--- src/rtl/secuenciador_pkg.sv ---
// Shared state encoding and sweep mode codes for the counter sweep sequencer.
package secuenciador_pkg;

  typedef enum logic [2:0] {
    S_IDLE     = 3'd0,
    S_LOAD     = 3'd1,
    S_RUN_UP   = 3'd2,
    S_RUN_DOWN = 3'd3,
    S_DWELL    = 3'd4,
    S_CLR      = 3'd5,
    S_DONE     = 3'd6
  } state_t;

  localparam logic [1:0] MODE_UP   = 2'b00;
  localparam logic [1:0] MODE_DOWN = 2'b01;
  localparam logic [1:0] MODE_PP   = 2'b10;

endpackage

--- src/rtl/secuenciador_dwell_timer.sv ---
// W-bit loadable down-counter; expired is high while the count sits at zero.
module secuenciador_dwell_timer #(
  parameter int W = 4
) (
  input  logic         clk,
  input  logic         load,
  input  logic [W-1:0] load_val,
  output logic         expired
);

  logic [W-1:0] count;

  always_ff @(posedge clk) begin
    if (load)
      count <= load_val;
    else if (count != '0)
      count <= count - W'(1);
  end

  assign expired = (count == '0);

endmodule

--- src/rtl/secuenciador_contador.sv ---
// Sweep controller for the universal binary counter: up, down and ping-pong sweeps.
// Define SEQ_PINGPONG_EN to enable up-then-down chaining for mode 10.
module secuenciador_contador
  import secuenciador_pkg::*;
#(
  parameter int N = 3,
  parameter int W = 4,
  parameter int R = 4
) (
  input  logic         clk,
  input  logic         reset,
  input  logic         start,
  input  logic         abort,
  input  logic [1:0]   mode,
  input  logic [N-1:0] d_start,
  input  logic [W-1:0] dwell,
  input  logic [R-1:0] reps,
  input  logic [N-1:0] cnt_q,
  input  logic         cnt_max_tick,
  input  logic         cnt_min_tick,
  output logic         cnt_syn_clr,
  output logic         cnt_load,
  output logic         cnt_en,
  output logic         cnt_up,
  output logic [N-1:0] cnt_d,
  output logic         busy,
  output logic         done,
  output logic [R-1:0] sweeps_left
);

  state_t       state;
  logic [1:0]   mode_q;
  logic [W-1:0] dwell_q;
  logic         dwell_to_down;
  logic         dwell_expired;
  logic         more_reps;
  logic         unused_cnt_q;

  // The sweep is steered by the ticks alone; q is part of the counter bundle only.
  assign unused_cnt_q = ^cnt_q;

  assign more_reps = (sweeps_left > R'(1));
  assign busy      = (state != S_IDLE);
  assign cnt_en    = ((state == S_RUN_UP)   && !cnt_max_tick) ||
                     ((state == S_RUN_DOWN) && !cnt_min_tick);

  // Timer is held at dwell-1 outside DWELL so it expires on the last dwell cycle.
  secuenciador_dwell_timer #(.W(W)) u_dwell (
    .clk      (clk),
    .load     (state != S_DWELL),
    .load_val (dwell_q - W'(1)),
    .expired  (dwell_expired)
  );

  always_ff @(posedge clk) begin
    if (reset) begin
      state         <= S_IDLE;
      sweeps_left   <= '0;
      cnt_up        <= 1'b1;
      cnt_load      <= 1'b0;
      cnt_syn_clr   <= 1'b0;
      done          <= 1'b0;
      cnt_d         <= '0;
      dwell_to_down <= 1'b0;
    end else begin
      cnt_load    <= 1'b0;
      cnt_syn_clr <= 1'b0;
      done        <= 1'b0;
      if (abort && (state != S_IDLE) && (state != S_CLR)) begin
        state       <= S_CLR;
        cnt_syn_clr <= 1'b1;
      end else begin
        case (state)
          S_IDLE: if (start && !abort) begin
            state         <= S_LOAD;
            cnt_load      <= 1'b1;
            mode_q        <= mode;
            cnt_d         <= d_start;
            dwell_q       <= dwell;
            sweeps_left   <= (reps == '0) ? R'(1) : reps;
            dwell_to_down <= 1'b0;
          end
          S_LOAD: begin
            if (mode_q == MODE_DOWN) begin
              state  <= S_RUN_DOWN;
              cnt_up <= 1'b0;
            end else begin
              state  <= S_RUN_UP;
              cnt_up <= 1'b1;
            end
          end
          S_RUN_UP: if (cnt_max_tick) begin
`ifdef SEQ_PINGPONG_EN
            if (mode_q == MODE_PP) begin
              if (dwell_q != '0) begin
                state         <= S_DWELL;
                dwell_to_down <= 1'b1;
              end else begin
                state  <= S_RUN_DOWN;
                cnt_up <= 1'b0;
              end
            end else
`endif
            if (dwell_q != '0) begin
              state <= S_DWELL;
            end else if (more_reps) begin
              state       <= S_LOAD;
              cnt_load    <= 1'b1;
              sweeps_left <= sweeps_left - R'(1);
            end else begin
              state <= S_DONE;
              done  <= 1'b1;
            end
          end
          S_RUN_DOWN: if (cnt_min_tick) begin
            if (dwell_q != '0) begin
              state <= S_DWELL;
            end else if (more_reps) begin
              state       <= S_LOAD;
              cnt_load    <= 1'b1;
              sweeps_left <= sweeps_left - R'(1);
            end else begin
              state <= S_DONE;
              done  <= 1'b1;
            end
          end
          S_DWELL: if (dwell_expired) begin
            if (dwell_to_down) begin
              state         <= S_RUN_DOWN;
              cnt_up        <= 1'b0;
              dwell_to_down <= 1'b0;
            end else if (more_reps) begin
              state       <= S_LOAD;
              cnt_load    <= 1'b1;
              sweeps_left <= sweeps_left - R'(1);
            end else begin
              state <= S_DONE;
              done  <= 1'b1;
            end
          end
          S_CLR:   state <= S_IDLE;
          S_DONE:  state <= S_IDLE;
          default: state <= S_IDLE;
        endcase
      end
    end
  end

endmodule

--- config.mk ---
export PLATFORM = sky130hd
export DESIGN_NAME = secuenciador_contador
export DESIGN_NICKNAME = d
export VERILOG_FILES = /design/src/rtl/secuenciador_pkg.sv /design/src/rtl/secuenciador_dwell_timer.sv /design/src/rtl/secuenciador_contador.sv
export SDC_FILE = /design/constraint.sdc
export NUM_CORES = 1
export LEC_CHECK = 0
export CORE_MARGIN = 5
export CORE_UTILIZATION = 50
export CTS_CLUSTER_SIZE = 12
export DETAILED_ROUTE_END_ITERATION = 6
export PLACE_DENSITY = 0.85
export SYNTH_ARGS = -nofsm -noshare
export SYNTH_HDL_FRONTEND = slang
export SYNTH_SLANG_ARGS = --single-unit
--- constraint.sdc ---
create_clock -name clk -period 5.3 [get_ports clk]
set_input_delay 0.53 -clock clk [delete_from_list [all_inputs] [get_ports clk]]
set_output_delay 0.53 -clock clk [all_outputs]
set_load 0.005 [all_outputs]
==> out/qor.log <==
INFO  status         outcome=completed
INFO  power          p_comb_frac=0.450
INFO  sta            hold_viol=0
INFO  finish         layout-area-overhead-vs-synth=26.9%
INFO  yosys          number_of_different_library_cells_in_the_post_synthesis_netlist=44
INFO  power          vdd_ir_drop_max=0.000336V
INFO  clocking       root_buffer=sky130_fd_sc_hd__clkbuf_4
INFO  global_route   grt_start_max_net_pins=17
INFO  power          net-switching-power=0.000288W
INFO  yosys          synth.mux.area_fraction=0.0786
INFO  floorplan      floorplan.die_area=3850um^2
INFO  power          total_leakage_power=0.640nW
INFO  clocking       cts_tree=yes
INFO  yosys          yosys.area_share.simple=0.208
INFO  global_route   number_of_global_route_vias_before_repair=1124
INFO  power          power.density=453nW/um^2
INFO  yosys          post-synth-top-area-fraction=0.222
INFO  sta            setup_viol=0
INFO  global_route   grt_util_all_layers=0.176
INFO  sta            period_minus_slack=2500ps
INFO  yosys          synth_largest_area_cell=sky130_fd_sc_hd__edfxtp_1
INFO  floorplan      dieHeight=62.0um
INFO  power          switching_share=0.371
INFO  finish         design_area=1720um^2
INFO  worst_setup_path worst_setup_path_end_kind=output pin
INFO  finish         layout.filler_cells=202
INFO  yosys          synth-xor-area-share=0.0259
INFO  clocking       clock_tree.buffer_depth=2
INFO  yosys          synth_fp_nets=166
INFO  worst_setup_path setup.worst_path.class=register to output pin
INFO  drt            drcViolationCount=0
INFO  worst_setup_path cp.required=4770ps
INFO  clocking       post_cts_hold_buffer_count=0
INFO  drt            drt_iter0_drc=50
INFO  clocking       post_cts.resized_instances=0
INFO  yosys          ys_warn_count=0
INFO  sta            slew-limit-headroom=0.608
INFO  drt            wl_per_cell=15.2um
INFO  run            max_cap_violations=0
INFO  clocking       number_of_setup_buffers_added_after_cts=0
INFO  finish         layout_common_cells=sky130_fd_sc_hd__clkdlybuf4s50_1, sky130_fd_sc_hd__nor2_1, sky130_fd_sc_hd__dfxtp_1
INFO  sta            clock_skew=6.77ps
INFO  power          cell_internal_pwr=0.000489W
INFO  drt            number_of_vias_in_the_routed_layout=1128
INFO  sta            fin_tns_setup=0ps
INFO  clocking       cts.reportedPaths.clkPinSlew=140ps
INFO  yosys          synth_area_leaders=sky130_fd_sc_hd__edfxtp_1, sky130_fd_sc_hd__dfxtp_1, sky130_fd_sc_hd__mux2i_1
INFO  drt            dr.pass1.iters=4
INFO  clocking       worstSkewPairLatency=310ps
INFO  drt            drt.antenna.violating_nets=0
INFO  worst_setup_path critPathLaunchType=register
INFO  yosys          syn-instance-count=141
INFO  placed_design  gp_congestion=0.883
INFO  finish         fin_nets=195
INFO  sta            maxClockFrequency=0.400GHz
INFO  sta            post-route-period-util=0.471
INFO  yosys          synth.yosys.seq_area_share=0.429
INFO  floorplan      ios=35
INFO  yosys          dominant_combinational_cell_family_by_area_after_synthesis=simple AND/OR/NAND/NOR gates
INFO  clocking       h-tree-depth=1
INFO  worst_setup_path worstPathMaxFanout=16
INFO  worst_setup_path worstPathArrival=1970ps
INFO  yosys          post_synthesis_sequential_element_count=24
INFO  placed_design  postPlaceCellArea=1660um^2
INFO  floorplan      initial_core_util=0.536
INFO  yosys          synth_adder_area_share=0.0278
INFO  global_route   number_of_antenna_violations_at_the_first_check_in_global_routing=0
INFO  power          power.share.clock=0.169
INFO  min_path       holdCritPathClass=register to register
INFO  finish         final_layout_size_suffix_gt1_frac=0.0888
INFO  drt            detail_route.wirelength=3030um
INFO  sta            worst_slew_pin_slew=583ps
INFO  finish         most_common_cell_after_layout_fill_and_taps_aside=sky130_fd_sc_hd__clkdlybuf4s50_1
INFO  floorplan      core_area=2520um^2
INFO  placed_design  port_buffers=31
INFO  finish         antenna_cells_inserted=0
INFO  global_route   grt_overflow=0
INFO  clocking       cts_made_buffers=3
INFO  placed_design  post-dp-hpwl=2340um
INFO  yosys          synth_compound_gate_area_share=0.190
INFO  yosys          post_synth_instance_area=1350um^2
INFO  drt            via_per_inst=5.67
INFO  sta            rsz_0062_raised_after_global_routing=no
INFO  floorplan      fp.dieW=62.0um
INFO  sta            report.final.slew_viol_count=0
INFO  floorplan      std_cell_rows=18
INFO  power          power.sequential.fraction=0.381
INFO  clocking       clock-sinks=24
INFO  global_route   global_route_wire_length_before_repair=5060um
INFO  yosys          synth.avg_cell_area=9.59um^2
-- stage by stage --
stage	hold slack (ps)	power [W]	util	std cells	setup WS (ps)
after detailed placement	489	0.000647	0.660	195	2860
after global routing	565	0.000843	0.681	199	2670
after CTS	515	0.000781	0.681	199	2820
final	519	0.000778	0.681	199	2800
after floorplan	488	0.000540	-	141	3430
after global placement	481	0.000636	0.660	195	2840
-- power by group through the flow --
stage / registers [W] / logic, W / clock network, W
after CTS: 0.000295 / 0.000351 / 0.000135
final: 0.000296 / 0.000350 / 0.000132
after global placement: 0.000295 / 0.000340 / 0
after detailed placement: 0.000299 / 0.000348 / 0
after global routing: 0.000304 / 0.000395 / 0.000144
after floorplan: 0.000272 / 0.000267 / 0
-- worst max-delay path, stage by stage, from the launching register on --
cell and delay (ps):
sky130_fd_sc_hd__dfxtp_1 650, sky130_fd_sc_hd__nor2b_1 300, sky130_fd_sc_hd__nand2_1 100, sky130_fd_sc_hd__inv_1 100
sky130_fd_sc_hd__clkdlybuf4s50_1 510
-- path summary, 6_finish.rpt --
check | startpoint | endpoint | slack, ps | depth (start not counted)
max | state[1]$_SDFFE_PN0P_ | cnt_en | 2800 | 4
min | cnt_d[1]$_SDFFE_PP0P_ | cnt_d[1]$_SDFFE_PP0P_ | 520 | 2
max reg2reg | state[2]$_SDFFE_PP0P_ | u_dwell.count[3]$_DFFE_PP_ | 3170 | 4
min reg2reg | cnt_d[1]$_SDFFE_PP0P_ | cnt_d[1]$_SDFFE_PP0P_ | 520 | 2
-- synth_stat cells --
cell / count
sky130_fd_sc_hd__xor2_1: 3
sky130_fd_sc_hd__nor2b_1: 5
sky130_fd_sc_hd__buf_6: 1
sky130_fd_sc_hd__a311oi_2: 1
sky130_fd_sc_hd__a211oi_1: 1
sky130_fd_sc_hd__o21ba_2: 1
sky130_fd_sc_hd__o22ai_4: 1
sky130_fd_sc_hd__edfxtp_1: 10
sky130_fd_sc_hd__nor4_4: 1
sky130_fd_sc_hd__mux2i_1: 7
sky130_fd_sc_hd__o21ai_0: 11
sky130_fd_sc_hd__a2bb2oi_2: 1
sky130_fd_sc_hd__a41oi_1: 1
sky130_fd_sc_hd__o22a_1: 1
sky130_fd_sc_hd__o2bb2ai_1: 1
sky130_fd_sc_hd__nand2_1: 7
sky130_fd_sc_hd__dfxtp_1: 14
sky130_fd_sc_hd__nor4_1: 2
sky130_fd_sc_hd__buf_2: 2
sky130_fd_sc_hd__mux2i_2: 1
sky130_fd_sc_hd__o31ai_1: 1
sky130_fd_sc_hd__xnor2_1: 1
sky130_fd_sc_hd__a31oi_1: 3
sky130_fd_sc_hd__inv_1: 5
sky130_fd_sc_hd__nor3_2: 1
sky130_fd_sc_hd__or3_1: 1
sky130_fd_sc_hd__or2_1: 2
sky130_fd_sc_hd__a21boi_0: 1
sky130_fd_sc_hd__clkbuf_1: 4
sky130_fd_sc_hd__or3b_1: 1
sky130_fd_sc_hd__o22ai_1: 1
sky130_fd_sc_hd__mux2_2: 2
sky130_fd_sc_hd__nor2_1: 16
sky130_fd_sc_hd__or2_2: 1
sky130_fd_sc_hd__and2_1: 1
sky130_fd_sc_hd__nand3_1: 6
sky130_fd_sc_hd__a211o_1: 1
sky130_fd_sc_hd__ha_1: 3
sky130_fd_sc_hd__nand2b_1: 5
sky130_fd_sc_hd__a21oi_1: 8
sky130_fd_sc_hd__a21o_1: 1
sky130_fd_sc_hd__nor4b_1: 1
sky130_fd_sc_hd__nor3_1: 2
sky130_fd_sc_hd__a21boi_2: 1
-- layer usage --
metal  vias to the layer above  routed length [um]  track usage
li1                        569                   -            -
met1                       527                1360        0.215
met2                        32                1490        0.320
met3                         0                 182       0.0455
met4                         0                   0       0.0182
met5                         -                   0            0
-- state kept, by name, indices dropped and copies added (netlist names) --
register,count
cnt_d,3
state,3
cnt_syn_clr,1
cnt_load,1
dwell_q,4
sweeps_left,4
mode_q,2
done,1
u_dwell.count,4
cnt_up,1
-- cell families after synthesis --
kind of cell	Yosys count
buf+inv	12
flops	24
mux	10
simple gates	52
xor+xnor	4
fa+ha+maj	3
compound gates	36
-- final cells by class --
class	instances	area, um^2	area share
well taps	30	37.5	0.0219
clock inverters	1	30.0	0.0175
repair buffers	31	310	0.181
inverters	5	18.8	0.0109
multi-input cells	105	717	0.418
clock buffers	3	22.5	0.0131
flip-flops and latches	24	581	0.338
Note: power is estimated with default switching activity, not from simulation.
